**config.mk**
```make
export PLATFORM = sky130hd
export DESIGN_NAME = led_seq_ctrl
export DESIGN_NICKNAME = d
export VERILOG_FILES = /design/src/rtl/led_seq_pkg.sv /design/src/rtl/led_seq_ctrl_btn_debounce.sv /design/src/rtl/led_seq_ctrl.sv
export SDC_FILE = /design/constraint.sdc
export NUM_CORES = 1
export LEC_CHECK = 0
export ABC_AREA = 1
export CORE_ASPECT_RATIO = 1.1
export CORE_MARGIN = 4
export CORE_UTILIZATION = 57
export DETAILED_ROUTE_END_ITERATION = 12
export MAX_ROUTING_LAYER = met4
export PLACE_DENSITY = 0.77
export REMOVE_ABC_BUFFERS = 1
export SETUP_SLACK_MARGIN = 0.05
export SLEW_MARGIN = 0
export SYNTH_ARGS = -nofsm -noshare
export SYNTH_HDL_FRONTEND = slang
export SYNTH_HIERARCHICAL = 1
export SYNTH_SLANG_ARGS = --single-unit
export TNS_END_PERCENT = 10
```
**constraint.sdc**
```tcl
create_clock -name i_clk -period 1.6 [get_ports i_clk]
set_input_delay 0.48 -clock i_clk [delete_from_list [all_inputs] [get_ports i_clk]]
set_output_delay 0.48 -clock i_clk [all_outputs]
set_load 0.01 [all_outputs]
```
**src/rtl/led_seq_pkg.sv**
```systemverilog
// Shared state encodings, speed-select codes and step-period helper for the LED sequencer.
// Pure definitions; no logic.
package led_seq_pkg;

  localparam logic [1:0] ST_IDLE  = 2'd0;
  localparam logic [1:0] ST_RUN   = 2'd1;
  localparam logic [1:0] ST_PAUSE = 2'd2;

  localparam logic [1:0] SPD_X1 = 2'd0;
  localparam logic [1:0] SPD_X2 = 2'd1;
  localparam logic [1:0] SPD_X4 = 2'd2;
  localparam logic [1:0] SPD_X8 = 2'd3;

  // Terminal prescaler count for a speed code; a zero-length period clamps to 0.
  function automatic logic [31:0] step_limit(input int unsigned div, input logic [1:0] spd);
    logic [31:0] w_period;
    w_period = 32'(div) >> spd;
    return (w_period == 32'd0) ? 32'd0 : w_period - 32'd1;
  endfunction

endpackage

```
**src/rtl/led_seq_ctrl_btn_debounce.sv**
```systemverilog
// Button conditioner: 2-FF synchroniser, stability counter, 1-cycle press pulse.
// Pulse appears DEB_CYCLES+2 cycles after a stable raw press; no backpressure.
module btn_debounce #(
  parameter int unsigned DEB_CYCLES = 270_000
) (
  input  logic i_clk,
  input  logic i_rst_n,
  input  logic i_btn_n,
  output logic o_press
);

  localparam int unsigned   CW     = $clog2(DEB_CYCLES + 1);
  localparam logic [CW-1:0] C_LAST = CW'(DEB_CYCLES - 1);

  logic          r_sync1;
  logic          r_sync2;
  logic          r_stable;
  logic [CW-1:0] r_cnt;
  logic          r_press;

  always_ff @(posedge i_clk or negedge i_rst_n) begin
    if (!i_rst_n) begin
      r_sync1  <= 1'b1;
      r_sync2  <= 1'b1;
      r_stable <= 1'b1;
      r_cnt    <= '0;
      r_press  <= 1'b0;
    end else begin
      r_sync1 <= i_btn_n;
      r_sync2 <= r_sync1;
      r_press <= 1'b0;
      // Any sample matching the accepted level restarts the stability window.
      if (r_sync2 == r_stable) begin
        r_cnt <= '0;
      end else if (r_cnt == C_LAST) begin
        r_cnt    <= '0;
        r_stable <= r_sync2;
        r_press  <= ~r_sync2;
      end else begin
        r_cnt <= r_cnt + CW'(1);
      end
    end
  end

  assign o_press = r_press;

endmodule

```
**src/rtl/led_seq_ctrl.sv**
```systemverilog
// Run/pause/direction/speed sequencer producing the LED pattern step index.
// step_tick is registered alongside the new step_idx; buttons act one cycle after their press pulse.
module led_seq_ctrl #(
  parameter int unsigned TICK_DIV   = 13_500_000,
  parameter int unsigned N_STEPS    = 10,
  parameter int unsigned IDX_W      = 6,
  parameter int unsigned DEB_CYCLES = 270_000
) (
  input  logic             i_clk,
  input  logic             i_rst_n,
  input  logic             i_btn_run_n,
  input  logic             i_btn_dir_n,
  input  logic [1:0]       i_spd,
  output logic [IDX_W-1:0] o_step_idx,
  output logic             o_step_tick,
  output logic             o_running,
  output logic             o_dir_up
);

  import led_seq_pkg::*;

  localparam int unsigned      PW       = (TICK_DIV > 1) ? $clog2(TICK_DIV) : 1;
  localparam logic [IDX_W-1:0] IDX_LAST = IDX_W'(N_STEPS - 1);

  logic             w_run_press;
  logic             w_dir_press;
  logic [31:0]      w_limit;
  logic             w_hit;
  logic [IDX_W-1:0] w_idx_next;

  logic [1:0]       r_state;
  logic [PW-1:0]    r_presc;
  logic [IDX_W-1:0] r_idx;
  logic             r_tick;
  logic             r_dir;

  btn_debounce #(.DEB_CYCLES(DEB_CYCLES)) u_deb_run (
    .i_clk   (i_clk),
    .i_rst_n (i_rst_n),
    .i_btn_n (i_btn_run_n),
    .o_press (w_run_press)
  );

  btn_debounce #(.DEB_CYCLES(DEB_CYCLES)) u_deb_dir (
    .i_clk   (i_clk),
    .i_rst_n (i_rst_n),
    .i_btn_n (i_btn_dir_n),
    .o_press (w_dir_press)
  );

  // Greater-or-equal lets a speed increase that undercuts the count wrap at once.
  assign w_limit = step_limit(TICK_DIV, i_spd);
  assign w_hit   = (32'(r_presc) >= w_limit);

  always_comb begin
    w_idx_next = r_idx;
    if (r_dir) begin
      w_idx_next = (r_idx == IDX_LAST) ? '0 : r_idx + IDX_W'(1);
    end else begin
      w_idx_next = (r_idx == '0) ? IDX_LAST : r_idx - IDX_W'(1);
    end
  end

  always_ff @(posedge i_clk or negedge i_rst_n) begin
    if (!i_rst_n) begin
      r_state <= ST_IDLE;
      r_presc <= '0;
      r_idx   <= '0;
      r_tick  <= 1'b0;
      r_dir   <= 1'b1;
    end else begin
      r_tick <= 1'b0;
      if (w_dir_press) begin
        r_dir <= ~r_dir;
      end
      case (r_state)
        ST_IDLE: begin
          r_presc <= '0;
          if (w_run_press) r_state <= ST_RUN;
        end
        ST_RUN: begin
          // Pause beats a coincident step; the count is frozen for resume.
          if (w_run_press) begin
            r_state <= ST_PAUSE;
          end else if (w_hit) begin
            r_presc <= '0;
            r_idx   <= w_idx_next;
            r_tick  <= 1'b1;
          end else begin
            r_presc <= r_presc + PW'(1);
          end
        end
        ST_PAUSE: begin
          if (w_run_press) r_state <= ST_RUN;
        end
        default: r_state <= ST_IDLE;
      endcase
    end
  end

  assign o_step_idx  = r_idx;
  assign o_step_tick = r_tick;
  assign o_running   = (r_state == ST_RUN);
  assign o_dir_up    = r_dir;

endmodule

```
Yosys cells after proc, flatten, opt, wreduce, memory -nomap -nowiden

Cells that the tools add are included.

Flip-flop bits (word level): 80
Bits in latches: 0
RAM bits: 0
Bits in read-only memories: 0
Bits of input ports: 6
Word-level logic and storage cells: 70
Memories kept: 0

Add/sub/neg operators: 6
Multiply operators: 0
Divide/modulo/power cells: 0
$lt $le $gt $ge: 1
Eq/ne operators: 10
Shifts and indexed selects: 1
Muxes and demuxes: 21
Bitwise gates (word level): 6
Reductions and logical operators: 10

Operators by type and width:

| kind                  | count |
|---|---|
| $mux 19               | 4 |
| $mux 24               | 2 |
| $pmux 24 s2           | 1 |
| $add 19x1->19 const B | 2 |
| $eq 19x19->1 const B  | 2 |
| $ge 24x32->1          | 1 |
| $logic_not 32->1      | 1 |
| $mux 32               | 1 |
| $shr 24x2->32 const A | 1 |
| $sub 32x1->32 const B | 1 |
| $add 24x1->24 const B | 1 |
| $mux 6                | 3 |
| $reduce_and 2->1      | 4 |
| $mux 1                | 7 |
| $add 6x1->6 const B   | 1 |
| $eq 6x4->1 const B    | 1 |
| $logic_not 6->1       | 1 |
| $not 1->1             | 6 |
| $sub 6x1->6 const B   | 1 |
| $mux 2                | 2 |
| $ne 2x1->1 const B    | 2 |
| $pmux 2 s2            | 1 |
| $reduce_and 3->1      | 1 |
| $eq 1x1->1            | 2 |
| 6 further kinds       | 6 |

Longest topological paths before layout

Gate-level depths: netlist of the first run.

Word-level depth: 7
Mapped depth: 16

Modules after synthesis

The synthesis of the first run kept the hierarchy.

Modules (own cells, without submodules):

| module       | times used | cells an instance | area an instance (um^2) |
|---|---|---|---|
| led_seq_ctrl | 1          | 434               | 2902.8 |
| btn_debounce | 2          | 149               | 1241.2 |

Least setup slack after synthesis of the first run

OpenSTA, ideal clock, no wires.

Kind: input port to flip-flop
Start: input i_spd[1]
End: register r_presc[11]
Setup time: 66 ps
Data arrival time: 2116 ps
Setup slack: -581 ps
Stages: 12
Path buffers: 1
Cell sequence: inv_1 ha_1 inv_1 ha_1 a21oi_1 o21ai_0 nand2_1 nand2_1 nand2_1 clkbuf_1 nand4_1 nand2_1

Longest elaborated chain between the ends: 7

RTL lines:

| element                                           | line               | RTL |
|---|---|---|
| from (decl)                                       | led_seq_ctrl.sv:13 | `input logic [1:0] i_spd,` |
| $shr 24x2->32 *                                   | led_seq_pkg.sv:17  | `w_period = 32'(div) >> spd;` |
| $sub 32x1->32 or $logic_not 32->1 (tied branches) | led_seq_pkg.sv:18  | `return (w_period == 32'd0) ? 32'd0 : w_period - 32'd1;` |
| $mux 32 *                                         | led_seq_pkg.sv:18  |  |
| $ge 24x32->1 *                                    | led_seq_ctrl.sv:53 | `assign w_hit = (32'(r_presc) >= w_limit);` |
| $mux 24 *                                         | led_seq_ctrl.sv:85 | `end else if (w_hit) begin` |
| $mux 24 *                                         | led_seq_ctrl.sv:83 | `if (w_run_press) begin` |
| $pmux 24 s2 *                                     | led_seq_ctrl.sv:76 | `case (r_state)` |
| to (signal assigned)                              | led_seq_ctrl.sv:90 | `r_presc <= r_presc + PW'(1);` |
| to (decl)                                         | led_seq_ctrl.sv:32 | `logic [PW-1:0] r_presc;` |

Every way passes the cells marked *; elsewhere a longest branch is shown, timed or not. The select of a mux whose other input is x is not followed.
A chain may end at the register's enable or synchronous reset.

Final worst setup path of the first run

Start: input i_spd[1]
End: register r_idx[2], in the netlist o_step_idx[2]

Longest elaborated chain between the ends: 5

RTL lines:

| element                                           | line               | RTL |
|---|---|---|
| $shr 24x2->32 *                                   | led_seq_pkg.sv:17  |  |
| $sub 32x1->32 or $logic_not 32->1 (tied branches) | led_seq_pkg.sv:18  |  |
| $mux 32 *                                         | led_seq_pkg.sv:18  |  |
| $ge 24x32->1 *                                    | led_seq_ctrl.sv:53 |  |
| $reduce_and 3->1 (no source line) *               | -                  |  |
| to (signal assigned)                              | led_seq_ctrl.sv:87 | `r_idx <= w_idx_next;` |
| to (decl)                                         | led_seq_ctrl.sv:33 | `logic [IDX_W-1:0] r_idx;` |

Every way passes the cells marked *; elsewhere a longest branch is shown, timed or not.

==> results, run 1 <==
- The worst path arrival time is 2.20 ns.
- After detailed routing, the number of remaining DRC violations is 0.
- The number of maximum-capacitance constraint violations is 0.
- The floorplan step set the die width to 100.7 um.
- The share of synthesized area in the top cell type comes to 0.3392.
- Once placement finished, the instance area stood at ~0.0061 mm^2.
- The total congestion overflow after global routing is 0.
- Compared with the post-synthesis result, the final layout area differs by 19.35%.
- Once detail routing completed, the nets flagged for antenna violations numbered 0.
- The placed wire-length estimate is 9063 um.
- Setup repair after global routing could not meet its margin everywhere.
- TritonCTS built the clock tree.
- The number of ports placed on the die boundary is 15.
- The combined buffer and inverter count along the critical path is 3.
- After detailed routing, the average wire length per cell comes to 13.64 um.
- The run finished, with violations left.
- Yosys mapped the design onto 31 distinct sky130hd cell types.
- The via count of the first global-routing pass was 4863.
- The finished cells cover approximately 0.0064 mm^2.
- The maximum clock frequency is 511.2 MHz.
- The kind of path behind the tightest hold check is primary input to async pin.
- The first-pass GRT wire length is 21890 um.
- The worst reg-to-reg path cell count is 9.
- Synthesis inferred 80 register bits.
- The area of the die is 0.01107 mm^2.
- The share of flip-flops with an asynchronous set or reset after synthesis is 1.000.
- The remaining max-slew budget at the tightest pin is 0.4892.
- The commonest cells after synthesis are nand2_1 (216), inv_1 (95), nor2_1 (89).
- The post-synthesis cell count is 732.
- The worst register-to-register path has a setup slack of -0.17 ns.
- In this run the static leakage power is 3.284 nW.
- The post-route clock period utilization is 1.223.
- The starting DRC count in detailed routing is 320.
- The row count is 36.
- The critical path crosses 17 cells after its start point.
- The worst supply voltage drop on vdd is about 0.47 mV.
- The clock latency of the later-clocked register in the worst-skew pair is 0.36 ns.
- Among all stages on the critical path, the largest delay is contributed by ha_1.
- The repair_antennas step left the layout with diodes totalling 0.
- The final worst clock skew is 0.01339 ns.
- Dividing the synthesized area by the synthesized cell count gives 7.357 um^2.
- The initial antenna violation count is 0.
- In this run the worst path has a maximum fanout of 7.
- The H-tree depth reported by CTS is 3.
- The cell area after technology mapping is 0.005385 mm^2.
- The final hold slack is 0.01098 ns.
- The launch instance of the worst register-to-register path is r_presc[19].
- The last weighted congestion value of the routability-driven placer is 0.9529.
- The number of I/O port buffers is 14.
- The largest net degree at the start of global routing is 33.
- The number of endpoints with negative hold slack in the final report is 0.
- For this configuration, the core starts out at a cell density of 0.5948.
- The ratio of cells with drive above 1 in the final layout is 0.2015.
- The y dimension of the die is 109.9 um.
- Setup violations remaining at the end of the flow were counted as 31.
- The Yosys step of the flow raised 6 warnings.
- The final number of max-transition violations was 0.
- The floorplan step defined a core boundary enclosing roughly 0.0091 mm^2.
- The longest clock path from root to sink contains 2 buffers.
- The transition time at the pin with the least slew margin is 0.7654 ns.
- The post-detailed-route via-to-cell ratio is 5.293.
- STA classifies the critical path endpoint as a flip-flop.
- The total wire length after detailed routing is about 13000 um.
- The number of clock buffers inserted by TritonCTS is 9.
- The signal on the critical path passes through buf_8 -> inv_4 -> ha_4 -> inv_4 -> xor2_1 -> ha_1 -> nand2_1 -> nor2_1 -> nand2_1 -> nand2_1 -> nand2_2 -> nand2_2 -> nand2_4 -> nand2_8 -> nand2_8 -> nand2_2 -> nand2_1.
- For this run, the total global-route usage over all layers was measured as 0.2516.
- The clock-pin slew on the worst setup and hold paths is about 0.090 ns.
- For this design, the sink count on the clock tree is 80.
- The smallest clock period supported by the final layout is computed as 1.956 ns.
- The category of the worst setup path launch point is a primary input.
- The total number of vias is 4885.
- The cell seen most often among critical-path stages is nand2_1.
- The dominant synthesized flop cell is dfrtp_1.
- The clock root buffer master is clkbuf_8.
- The cell class contributing the biggest share of worst-path delay is simple AND/OR/NAND/NOR gates.
- The capture point of the worst reg-to-reg path is r_presc[17].
- The count of fill cells added during filler insertion is 745.
- The delay of the slowest critical-path stage is roughly 0.29 ns.
- The sequential cells in the finished layout cover a total of 0.002012 mm^2.
- The proportion of synthesized chip area in sequential cells is 0.3734.
- The final net count is 842.
- In the post-synthesis netlist, the biggest area contributors are dfrtp_1 (34%), nand2_1 (15%), ha_1 (7.4%), inv_1 (6.6%), nor2_1 (6.2%).
- dfrtp_1 takes more of the synthesized area than any other cell.
- Before antenna repair, the detailed router went through 5 iterations.
- The number of flops mapped to enable cells by yosys is 0.
- In this run the power density over the cells is between 500 and 600 mW/mm^2.
- The critical path is of the primary input to flip-flop type.
- The final reports fail on setup timing.
- The cell with the most instances after synthesis is nand2_1.
- The multi-input combinational cells in the finished layout cover a total of 0.003074 mm^2.
- After layout, the worst setup slack is -0.3563 ns.
- STA puts the critical path data required time at between 1.5 and 2 ns.
## worst max-delay path by stage
stage | start | to | slack [ns]
2_1_floorplan | i_spd[1] | o_step_idx[2] | -0.81
3_3_place_gp | i_spd[0] | r_presc[0] | -1.12
3_5_place_dp | i_spd[0] | o_step_idx[2] | -1.23
4_1_cts | i_spd[0] | o_step_idx[2] | -0.27
5_1_grt | i_spd[1] | r_presc[19] | -0.45
6_report | i_spd[1] | o_step_idx[2] | -0.36
## worst reg2reg max path: stages (launching register included)
cell and delay [ns]:
dfrtp_1 0.41, ha_1 0.32, a21oi_1 0.19, o21ai_1 0.10
nand2_1 0.07, nand2_1 0.09, nand2_4 0.14, buf_4 0.17
nand4_1 0.11, nand2_1 0.08
## report_power, final
| group | internal (mW) | switching [mW] |
|---|---|---|
| registers | 2.04 | 0.0141 |
| logic | 0.100 | 0.151 |
| clock network | 0.717 | 0.774 |
| total | 2.86 | 0.939 |
## placed cells by master, fill, tap and decap left out, drive strengths merged
| cell | netlist | final |
|---|---|---|
| nand2 | 227 | 228 |
| nor2 | 127 | 127 |
| inv | 100 | 101 |
| dfrtp | 73 | 73 |
| buf | 4 | 62 |
| nand3 | 48 | 48 |
| xor2 | 32 | 32 |
| ha | 32 | 32 |
| nand4 | 27 | 27 |
| a21oi | 20 | 20 |
| o21ai | 11 | 11 |
| clkbuf | 6 | 10 |
| xnor2 | 7 | 7 |
| dfstp | 7 | 7 |
| dlygate4sd2 | 0 | 5 |
| clkinv | 0 | 4 |
| o22ai | 3 | 3 |
| clkdlybuf4s50 | 0 | 2 |
| nand3b | 2 | 2 |
| nor3b | 2 | 2 |
| and3 | 1 | 1 |
| o21a | 1 | 1 |
| o21bai | 1 | 1 |
| conb | 1 | 1 |
| bufinv | 0 | 1 |
| clkdlybuf4s15 | 0 | 1 |
## state kept, by name, summed over array words and instances (netlist names)
signal	flops
u_deb_dir/r_sync2	1
r_state	2
u_deb_run/r_stable	1
u_deb_dir/o_press	1
r_presc	24
u_deb_run/r_cnt	19
u_deb_dir/r_sync1	1
o_dir_up	1
o_step_tick	1
u_deb_dir/r_cnt	19
u_deb_dir/r_stable	1
u_deb_run/o_press	1
u_deb_run/r_sync1	1
o_step_idx	6
u_deb_run/r_sync2	1
## metal layers
metal	part of all wire	up-vias	routed length [um]	global-route usage
met4	0.027	0	335	0.08566
met5	0	-	0	-
met3	0.053	34	666	0.04315
li1	-	2427	-	-
met2	0.50	156	6334	0.4214
met1	0.42	2268	5254	0.3080
## per-stage QoR
stage	power [mW]	std cells	util	TNS, ns	setup slack [ns]
3_5_place_dp	2.313	904	0.6686	-36.42	-1.228
3_3_place_gp	2.303	904	0.6686	-33.83	-1.119
5_1_grt	3.948	923	0.7099	-12.71	-0.4473
2_1_floorplan	2.196	722	-	-20.65	-0.8081
6_report	3.799	923	0.7099	-10.04	-0.3563
4_1_cts	3.808	923	0.7065	-7.452	-0.2736
## repair_timing
action | CTS | global route
setup endpoints to repair | 40 | 50
resized for setup | 60 | 13
hold buffers | 0 | 0
gates cloned | 1 | 0
pin swaps | 20 | 17
buffers inserted | 2 | 0
## final cells by class
type | count | area share
Inverter | 100 | 0.06190
Tap cell | 114 | 0.02219
Timing Repair Buffer | 70 | 0.09558
Multi-Input combinational cell | 543 | 0.4783
Sequential cell | 80 | 0.3130
Clock buffer | 10 | 0.01986
Clock inverter | 6 | 0.009149
## cell families after synthesis
family,count (synthesis),synth area share
and+or+nand+nor,434,0.3704
buffers and inverters,110,0.08271
DFF,80,0.3734
xor gates and xnor gates,39,0.06343
AOI/OAI and AO/OA,36,0.03509
adders and majority gates,32,0.07435
other,1,0.0006964
Note: power is estimated with default switching activity, not from simulation.
==> run 2: changes to the inputs <==
CORE_ASPECT_RATIO = not set   (was 1.1)
==> results, run 2 (same netlist as run 1, synthesis figures left out) <==
- The run finished, with violations left.
- The final reports fail on setup timing.
- The leakage dissipation is 3.383 nW.
- 0 antenna diodes ended up in the layout.
- STA puts the critical path data required time at 1.90 ns.
- The multi-input combinational cells in the finished layout cover a total of 0.003115 mm^2.
- The total congestion overflow after global routing is 0.
- From left edge to right edge, the die measures 105.2 um.
- The register with the most flip-flops in the layout has 24 of them.
- The final worst clock skew is between 0.01 and 0.015 ns.
- The initial utilization of the core area, before any placement, comes to 0.5828.
- After detailed placement, the total cell area comes to 0.006085 mm^2.
- The setup path with the least slack is of type primary input to flip-flop.
- The final net count is 850.
- The register with the most flip-flops in the final layout is r_presc.
- Among all stages on the critical path, the largest delay is contributed by ha_1.
- The count of cells in the finished layout, fillers not included, comes to 946.
- Max-cap violations in this run came to 0.
- The number of I/O port buffers is 14.
- The tree is rooted in a clkbuf_8.
- Entering global routing, the biggest net connects 33 pins.
- The layout overhead on the synthesized area is 23.37%.
- The area of the die is 0.01107 mm^2.
- TritonCTS built the clock tree.
- The maximum clock frequency is 476.6 MHz.
- The total number of vias is 5031.
- The final hold slack is approximately 0.028 ns.
- The clock latency of the later-clocked register in the worst-skew pair is approximately 0.36 ns.
- The largest registers in the layout are r_presc (24), u_deb_dir/r_cnt (19), u_deb_run/r_cnt (19).
- The worst-case IR drop observed on VDD is 0.5873 mV.
- The largest single stage delay on the critical path is 0.26 ns.
- The utilization after layout is 0.7190.
- The launch instance of the worst register-to-register path is r_presc[14].
- The count of placed standard cells including taps is 919.
- The total power is ~4.0 mW.
- The number of endpoints with negative hold slack in the final report is 0.
- Measured against its own limit, the worst slew margin works out to 0.4880.
- Data on the critical path arrives at its endpoint at 2.40 ns.
- The number of ports placed on the die boundary is 15.
- The detail route stage leaves a number of antenna-violating nets equal to 0.
- In the layout the commonest cells are nand2_1 (206), inv_1 (92), nor2_1 (86).
- Clock tree synthesis inserted a total of 9 buffers.
- In this run the vertical extent of the chip is 105.2 um.
- The largest fanout of any net on the critical path is 4.
- The worst setup path is captured at a flip-flop.
- The final number of max-transition violations was 0.
- The first TritonRoute pass finished after 6 iterations.
- Setup repair after global routing could not meet its margin everywhere.
- CTS saw 80 sinks.
- The signal on the critical path passes through buf_8 -> buf_6 -> ha_4 -> buf_4 -> ha_1 -> inv_1 -> nor2_1 -> nand2_1 -> nor2_2 -> nand2_2 -> nand2_2 -> nand2_4 -> buf_12 -> buf_6 -> nand2_4 -> nand3_2 -> nand2_1.
- The congestion estimate from routability-driven global placement came to 0.9155.
- For this run, design rule violations remaining after detail routing come to 0.
- In the final routed layout, each cell accounts on average for 14.25 um.
- For the final routed database, the setup TNS stands at -13.89 ns.
- The starting DRC count in detailed routing is 349.
- The wire-length estimate of the detail-placed layout is 9065 um.
- Leaving out fill and tap cells, the most frequent cell in the layout is nand2_1.
- In this run the core area contains 35 standard-cell rows.
- In this run the power density over the cells is 606.2 mW/mm^2.
- The via count of the first global-routing pass is 5050.
- The worst register-to-register path has a setup slack of -0.29 ns.
- The path class of the tightest hold or removal check is primary input to async pin.
- In this run the critical register-to-register path is captured at o_step_idx[2].
- The final standard cell area without fillers is 0.006644 mm^2.
- Clock-pin slew was measured on the worst setup and hold paths at 0.09 ns.
- The total wire length after detailed routing is about 13000 um.
- The total area of sequential cells is 0.002012 mm^2.
- The smallest clock period supported by the final layout is computed as 2.098 ns.
- At the placement stage, the worst setup path has a slack of -1.165 ns.
- The initial antenna violation count is 0.
- The clock passes through at most 2 buffers.
- The count of fill cells added during filler insertion is 697.
- The worst reg-to-reg path cell count is 13.
- The first global-routing pass estimated approximately 23000 um of wire.
- Setup slack on the critical path of the routed design comes to -0.4983 ns.
- The post-route clock period utilization is 1.311.
- Of the cells placed in the final design, the portion with a size suffix greater than 1 is 0.2264.
- The worst setup path is launched from a primary input.
- The global routing usage summed across all routing layers is 0.2597.
- The transition time at the pin with the least slew margin is 0.7672 ns.
- Setup violations remaining at the end of the flow were counted as 31.
- The core region is ~0.0092 mm^2.
- The post-detailed-route via-to-cell ratio is 5.318.
- CTS built an H-tree with a depth of 3.
## run 2: cell count changes in the layout (fill, tap and decap cells not counted), moves of 2 or more
cell	previous run	this run
buf_4	46	51
nand3_1	46	41
nand3_2	1	6
buf_12	3	7
clkinv_2	4	1
nand2_1	209	206
buf_6	8	6
clkbuf_2	0	2
dlygate4sd2_1	5	3
nand2_2	13	15
## run 2: repair_timing
item	in CTS	in global routing
setup endpoints to repair	40	62
hold buffers	0	0
hold endpoints to repair	0	0
gates resized for setup	59	30
cloned	3	0
setup buffers	7	2
pin swaps	19	23
## run 2: worst max-delay path by stage
stage                   from  cells after the start  slack, ns            end
floorplan           i_spd[1]                     13      -0.81  o_step_idx[2]
global route        i_spd[1]                     17      -0.61  o_step_idx[2]
global placement    i_spd[0]                     16      -1.08     r_presc[2]
finish              i_spd[1]                     17      -0.50  o_step_idx[2]
CTS                 i_spd[1]                     18      -0.42    r_presc[16]
detailed placement  i_spd[1]                     17      -1.17  o_step_idx[5]
## run 2: final cells by class
cell class,instances,share of cell area
clock buffers,10,0.02072
clock inverters,6,0.01356
inverters,100,0.05989
multi-input cells,543,0.4689
flip-flops and latches,80,0.3028
well taps,129,0.02429
repair buffers,78,0.1098
## run 2: critical path, delay by kind of cell
family | cells | cell delay, ns
buf+inv | 6 | 0.67
fa+ha+maj | 2 | 0.42
simple gates | 9 | 0.83
## run 2: per-layer routing
layer | wire [um] | GRT usage | vias to the layer above | part of all wire
met2 | 6729 | 0.4249 | 181 | 0.50
met3 | 771 | 0.04941 | 53 | 0.057
li1 | - | - | 2449 | -
met1 | 5505 | 0.3149 | 2348 | 0.41
met4 | 471 | 0.1078 | 0 | 0.035
met5 | 0 | - | - | 0
## run 2: report_power, final
group / internal (mW) / switching, mW / total, mW
combinational: 0.113 / 0.161 / 0.274
clock: 0.927 / 0.773 / 1.70
sequential: 2.04 / 0.0133 / 2.05
total: 3.08 / 0.947 / 4.03
